===== src/rtl/dmem_arb_pkg.sv =====
// dmem_arb_pkg: shared state codes, requester ids and beat constants for the data-memory arbiter
package dmem_arb_pkg;
    typedef logic [1:0] state_t;
    localparam state_t S_IDLE  = 2'd0;
    localparam state_t S_ISSUE = 2'd1;
    localparam state_t S_DRAIN = 2'd2;
    localparam state_t S_RESP  = 2'd3;
    typedef enum logic [1:0] {REQ_UPG, REQ_CPU, REQ_DBG} req_id_e;
    localparam int WIDE_BEATS = 4;
    localparam int BEAT_W = $clog2(WIDE_BEATS);
    localparam logic [BEAT_W-1:0] LAST_WIDE = BEAT_W'(WIDE_BEATS - 1);
endpackage


===== src/rtl/dmem_arb_pick.sv =====
// dmem_arb_pick: UART programmer wins outright; CPU and debug alternate, last granted loses a tie
module dmem_arb_pick
    import dmem_arb_pkg::*;
(
    input  logic    clk_i,
    input  logic    reset_n_i,
    input  logic    en_i,
    input  logic    upg_req_i,
    input  logic    cpu_req_i,
    input  logic    dbg_req_i,
    output logic    vld_o,
    output req_id_e win_o
);
    logic cpu_pri_q;
    assign vld_o = en_i && (upg_req_i || cpu_req_i || dbg_req_i);
    assign win_o = upg_req_i ? REQ_UPG : (cpu_req_i && (!dbg_req_i || cpu_pri_q)) ? REQ_CPU : REQ_DBG;
    // Hand priority to the other side after every cpu or debug grant
    always_ff @(posedge clk_i or negedge reset_n_i) begin
        if (!reset_n_i)
            cpu_pri_q <= 1'b1;
        else if (vld_o && win_o != REQ_UPG)
            cpu_pri_q <= win_o == REQ_DBG;
    end
endmodule


===== src/rtl/dmem_arbiter.sv =====
// dmem_arbiter: shares one 32-bit data RAM between UART loader, CPU (32/128-bit) and debug reader
module dmem_arbiter
    import dmem_arb_pkg::*;
#(
    parameter int ADDR_W = 14
) (
    input  logic              clk_i,
    input  logic              reset_n_i,
    input  logic              upg_req_i,
    input  logic [ADDR_W-1:0] upg_adr_i,
    input  logic [31:0]       upg_dat_i,
    output logic              upg_gnt_o,
    input  logic              cpu_req_i,
    input  logic              cpu_we_i,
    input  logic              cpu_wide_i,
    input  logic [31:0]       cpu_adr_i,
    input  logic [127:0]      cpu_dat_i,
    output logic              cpu_gnt_o,
    output logic              cpu_rvalid_o,
    output logic [127:0]      cpu_rdata_o,
    output logic              cpu_err_o,
    input  logic              dbg_req_i,
    input  logic [ADDR_W-1:0] dbg_adr_i,
    output logic              dbg_gnt_o,
    output logic              dbg_rvalid_o,
    output logic [31:0]       dbg_rdata_o,
    output logic              mem_en_o,
    output logic              mem_we_o,
    output logic [ADDR_W-1:0] mem_adr_o,
    output logic [31:0]       mem_wdat_o,
    input  logic [31:0]       mem_rdat_i,
    output logic              busy_o
);
    state_t            state_q, state_d;
    req_id_e           owner_q, win;
    logic              vld, we_q, wide_q, err_q, idle, issue, last, cpu_bad, cap_en;
    logic [BEAT_W-1:0] beat_q, cap_idx;
    logic [ADDR_W-1:0] adr_q;
    logic [127:0]      dat_q, cpu_rdata_q;
    logic [31:0]       dbg_rdata_q;

    assign idle    = state_q == S_IDLE;
    assign issue   = state_q == S_ISSUE;
    assign last    = beat_q == (wide_q ? LAST_WIDE : '0);
    assign cpu_bad = (cpu_wide_i ? |cpu_adr_i[3:0] : |cpu_adr_i[1:0]) || |cpu_adr_i[31:ADDR_W+2];
    // Read data for beat k arrives while beat k+1 issues, the last one in DRAIN
    assign cap_en  = !we_q && ((issue && beat_q != '0) || state_q == S_DRAIN);
    assign cap_idx = issue ? beat_q - 1'b1 : beat_q;

    dmem_arb_pick u_pick (
        .clk_i     (clk_i),
        .reset_n_i (reset_n_i),
        .en_i      (idle && reset_n_i),
        .upg_req_i (upg_req_i),
        .cpu_req_i (cpu_req_i),
        .dbg_req_i (dbg_req_i),
        .vld_o     (vld),
        .win_o     (win)
    );

    // Sequencer: a rejected CPU access skips the RAM and goes straight to the response cycle
    always_comb begin
        state_d = idle  ? (vld ? ((win == REQ_CPU && cpu_bad) ? S_RESP : S_ISSUE) : S_IDLE)
                : issue ? (last ? (we_q ? S_IDLE : S_DRAIN) : S_ISSUE)
                : state_q == S_DRAIN ? S_RESP : S_IDLE;
    end

    // Latch the winner's request at accept and step through the beats
    always_ff @(posedge clk_i or negedge reset_n_i) begin
        if (!reset_n_i) begin
            state_q <= S_IDLE;
            owner_q <= REQ_UPG;
            we_q    <= 1'b0;
            wide_q  <= 1'b0;
            err_q   <= 1'b0;
            adr_q   <= '0;
            dat_q   <= '0;
            beat_q  <= '0;
        end else begin
            state_q <= state_d;
            if (vld) begin
                owner_q <= win;
                we_q    <= win == REQ_UPG || (win == REQ_CPU && cpu_we_i);
                wide_q  <= win == REQ_CPU && cpu_wide_i;
                err_q   <= win == REQ_CPU && cpu_bad;
                adr_q   <= win == REQ_UPG ? upg_adr_i : win == REQ_CPU ? cpu_adr_i[ADDR_W+1:2] : dbg_adr_i;
                dat_q   <= win == REQ_UPG ? {96'd0, upg_dat_i} : cpu_dat_i;
                beat_q  <= '0;
            end else if (issue && !last) begin
                beat_q <= beat_q + 1'b1;
            end
        end
    end

    // Per-requester read buffers; a CPU load clears its buffer so narrow upper bits and errors read 0
    always_ff @(posedge clk_i or negedge reset_n_i) begin
        if (!reset_n_i) begin
            cpu_rdata_q <= '0;
            dbg_rdata_q <= '0;
        end else if (vld && win == REQ_CPU && !cpu_we_i) begin
            cpu_rdata_q <= '0;
        end else if (cap_en && owner_q == REQ_CPU) begin
            cpu_rdata_q[32*cap_idx +: 32] <= mem_rdat_i;
        end else if (cap_en && owner_q == REQ_DBG) begin
            dbg_rdata_q <= mem_rdat_i;
        end
    end

    assign upg_gnt_o    = vld && win == REQ_UPG;
    assign cpu_gnt_o    = vld && win == REQ_CPU;
    assign dbg_gnt_o    = vld && win == REQ_DBG;
    assign mem_en_o     = issue;
    assign mem_we_o     = issue && we_q;
    assign mem_adr_o    = issue ? adr_q | ADDR_W'(beat_q) : '0;
    assign mem_wdat_o   = issue ? dat_q[32*beat_q +: 32] : '0;
    assign cpu_rvalid_o = state_q == S_RESP && owner_q == REQ_CPU && !we_q;
    assign cpu_err_o    = state_q == S_RESP && err_q;
    assign dbg_rvalid_o = state_q == S_RESP && owner_q == REQ_DBG;
    assign cpu_rdata_o  = cpu_rdata_q;
    assign dbg_rdata_o  = dbg_rdata_q;
    assign busy_o       = !idle;
endmodule


===== config.mk =====
export PLATFORM = sky130hd
export DESIGN_NAME = dmem_arbiter
export DESIGN_NICKNAME = d
export VERILOG_FILES = /design/src/rtl/dmem_arb_pkg.sv /design/src/rtl/dmem_arb_pick.sv /design/src/rtl/dmem_arbiter.sv
export SDC_FILE = /design/constraint.sdc
export NUM_CORES = 1
export LEC_CHECK = 0
export CAP_MARGIN = 40
export CORE_AREA = 5 5 179 181
export CTS_CLUSTER_DIAMETER = 150
export CTS_CLUSTER_SIZE = 10
export DETAILED_ROUTE_END_ITERATION = 12
export DIE_AREA = 0 0 184 186
export PLACE_DENSITY = 0.82
export SLEW_MARGIN = 30
export SYNTH_ARGS = -nofsm -noshare
export SYNTH_HDL_FRONTEND = slang
export SYNTH_SLANG_ARGS = --single-unit

===== constraint.sdc =====
create_clock -name clk_i -period 6 [get_ports clk_i]
set_clock_uncertainty 0.15 [all_clocks]
set_input_delay 0.6 -clock clk_i [delete_from_list [all_inputs] [get_ports clk_i]]
set_output_delay 0.6 -clock clk_i [all_outputs]
set_load 0.03 [all_outputs]

==> impl_metrics.toml <==
[outcome]
status = "finished clean"

[clocking]
clock-root-buffer = "clkbuf_16"
insertion_delay_ps = 520
clk_pin_slew_ps = 50
clk_path_buf_depth = 3
cts.sinks = 312
numCtsBuffers = 37
cts_tree = "yes"
htreeDepth = 2
postCtsSetupBuffers = 0
cts_resized = 0
hold_buffers = 1

[die]
io_pins = 474
die-area_um2 = 34200
start_util = 0.464
die_w_um = 184
core-area_um2 = 30300
num_rows = 64
die_height_um = 186

[global_routing]
track_usage = 0.281
grt_pass1_vias = 12630
met2_usage = 0.474
grt.overflow.total = 0
grt_first_pass_wirelength_um = 74400
grtUsageMet1 = 0.351
use_met3 = 0.0702
antenna_found_initial = 11
grt_max_degree = 157
top_usage_layer = "met2"

[finish]
finalNonFillerCells = 2163
drive_gt1_frac = 0.0863
final_common_cell = "clkdlybuf4s50_1"
stdcell_area_um2 = 20300
fillers = 2219
area_growth_pct = 44.4
nets = 2015
final_cell_mix = "clkdlybuf4s50_1, nand2_1, dfrtp_1, o21ai_0, nand3_1"

[routing]
first_pass_iters = 5
totalWireLength_um = 49200
vias = 12294
drt-initial-drc-count = 1101
drtAntennaViolNets = 0
drc = 0
post_drt_via_cell_ratio = 5.68
wl_per_cell_um = 22.7

[synth]
ys_warn_count = 0
yosys.area.top_type = "dfrtp_1"
synth.avg_cell_area_um2 = 10.6
yosysSeqAreaShare = 0.556
syn_area_um2 = 14000
yosys_register_bits = 312
synth_cell_types = 47
synth_fp_nets = 1587
synth_top_cell_area_share = 0.555
syn_inst = 1324
synth.top_cells.by_area = "dfrtp_1, nand2_1, mux4_2"

[placed_design]
io_buffers = 473
dp.cells = 2101
hpwl_um = 34200
place_congestion = 0.857
placed_area_um2 = 19100

[timing]
drv_slew = 0
period_needed_ps = 4550
fmax_mhz = 220
finalHoldViolCount = 0
min_period_over_period = 0.758
rsz0062_at_grt = "no"
setup_tns_ps = 0
worst_pin_slew_ps = 934
maxSlewHeadroom = 0.377
setup_viol = 0

[setup_path]
startpoint_type = "input port"
crit_required_ps = 5250
slowest_delay_ps = 800
r2r_setup_slack_ps = 2450
cpMaxStageDelayCell = "clkdlybuf4s50_1"
timing_worst_setup_path_type = "input port to output pin"
crit_fanout = 94
path_cells = "dlygate4sd3_1 > buf_8 > nor4b_2 > buf_2 > nand2_1 > a21oi_1 > clkdlybuf4s50_1"
crit_arrival_ps = 3800
critPathCaptureType = "output pin"

[flow_run]
maxCapViolations = 0

[power_and_ir_drop]
max-vdd-ir-drop_v = 0.000264
powerDensity_nw_per_um2 = 479
p_leak_nw = 9.18

[hold_path]
hp-class = "register to register"
-- cells by family (layout without fill, tap and decap cells) --
family                   count (synthesis)  after routing  synth area share
buffers and inverters                  120            557            0.0352
XOR/XNOR                                 1              1          0.000624
multiplexers                           128            128             0.123
AND/OR/NAND/NOR                        547            547             0.180
other                                    0              6                 0
AO/OA/AOI/OAI                          212            212             0.101
adder cells (fa/ha/maj)                  4              4           0.00357
flip-flops                             312            312             0.556
-- power by group --
group | switching [W] | total, W | internal, W | leakage [nW]
sequential | 0.000462 | 0.00335 | 0.00288 | 4.07
clock | 0.000841 | 0.00196 | 0.00112 | 0.487
combinational | 0.00259 | 0.00441 | 0.00182 | 4.63
total | 0.00389 | 0.00971 | 0.00582 | 9.18
-- state kept, by name (all words and copies together), names as in the netlist --
name,count
wide_q,1
beat_q,2
u_pick.cpu_pri_q,1
err_q,1
dat_q,128
state_q,2
owner_q,2
cpu_rdata_o,128
adr_q,14
we_q,1
dbg_rdata_o,32
-- worst max-delay path, delay by kind of cell --
kind            cells  cell delay (ps)
compound gates      1              570
simple gates        2              420
buf+inv             4             2140
-- area by class of cell --
class                   instances  area, µm²  area share
flip-flops and latches        312       7810       0.386
multi-input cells             892       5810       0.287
repair buffers                501       5100       0.252
clock buffers                  44        952      0.0470
well taps                     396        495      0.0245
clock inverters                 4       50.0     0.00247
inverters                       8       30.0     0.00148
diodes                          6       15.0    0.000741
-- routing by layer --
| metal | wire length, µm | part of all wire |
|---|---|---|
| met1 | 17800 | 0.36 |
| met2 | 24600 | 0.50 |
| met3 | 4930 | 0.10 |
| met4 | 1750 | 0.035 |
| met5 | 73 | 0.0015 |
-- worst paths after layout --
path	startpoint	to	cells past startpoint
setup / recovery	reset_n_i	dbg_gnt_o	7
hold / removal	dat_q[65]	dat_q[65]	2
setup reg to reg	state_q[1]	cpu_rdata_o[67]	9
hold reg to reg	dat_q[65]	dat_q[65]	2
max in group asynchronous	reset_n_i	cpu_rdata_o[49]	3
min in group asynchronous	reset_n_i	dat_q[115]	2
-- per-stage QoR --
step | setup WS [ps] | hold WS (ps) | util | total power, W
4_1_cts | 1260 | 315 | 0.664 | 0.00970
5_1_grt | 1260 | 329 | 0.669 | 0.0102
3_3_place_gp | 1940 | 294 | 0.628 | 0.00752
3_5_place_dp | 1870 | 302 | 0.631 | 0.00770
2_1_floorplan | 3200 | 154 | - | 0.00587
6_report | 1450 | 311 | 0.669 | 0.00971
-- Yosys cell counts (all sizes together) --
library cell / number
nor3: 3
and2: 49
and3: 11
or3b: 2
a21oi: 26
xnor2: 1
o41ai: 1
o21ai: 89
a22o: 66
dfstp: 1
or4: 1
a311oi: 1
buf: 30
o311a: 2
mux2: 32
nor2b: 1
nor4b: 1
inv: 8
nand3b: 21
dfrtp: 311
a211oi: 8
nor4: 3
clkbuf: 82
and4: 2
nand3: 77
o311ai: 2
nand2b: 4
a31oi: 6
a21o: 3
a22oi: 4
a211o: 1
ha: 4
and3b: 1
mux2i: 64
nand4: 36
mux4: 32
a221o: 3
nor2: 12
nand2: 323
Power figures use the tool's default switching activity.
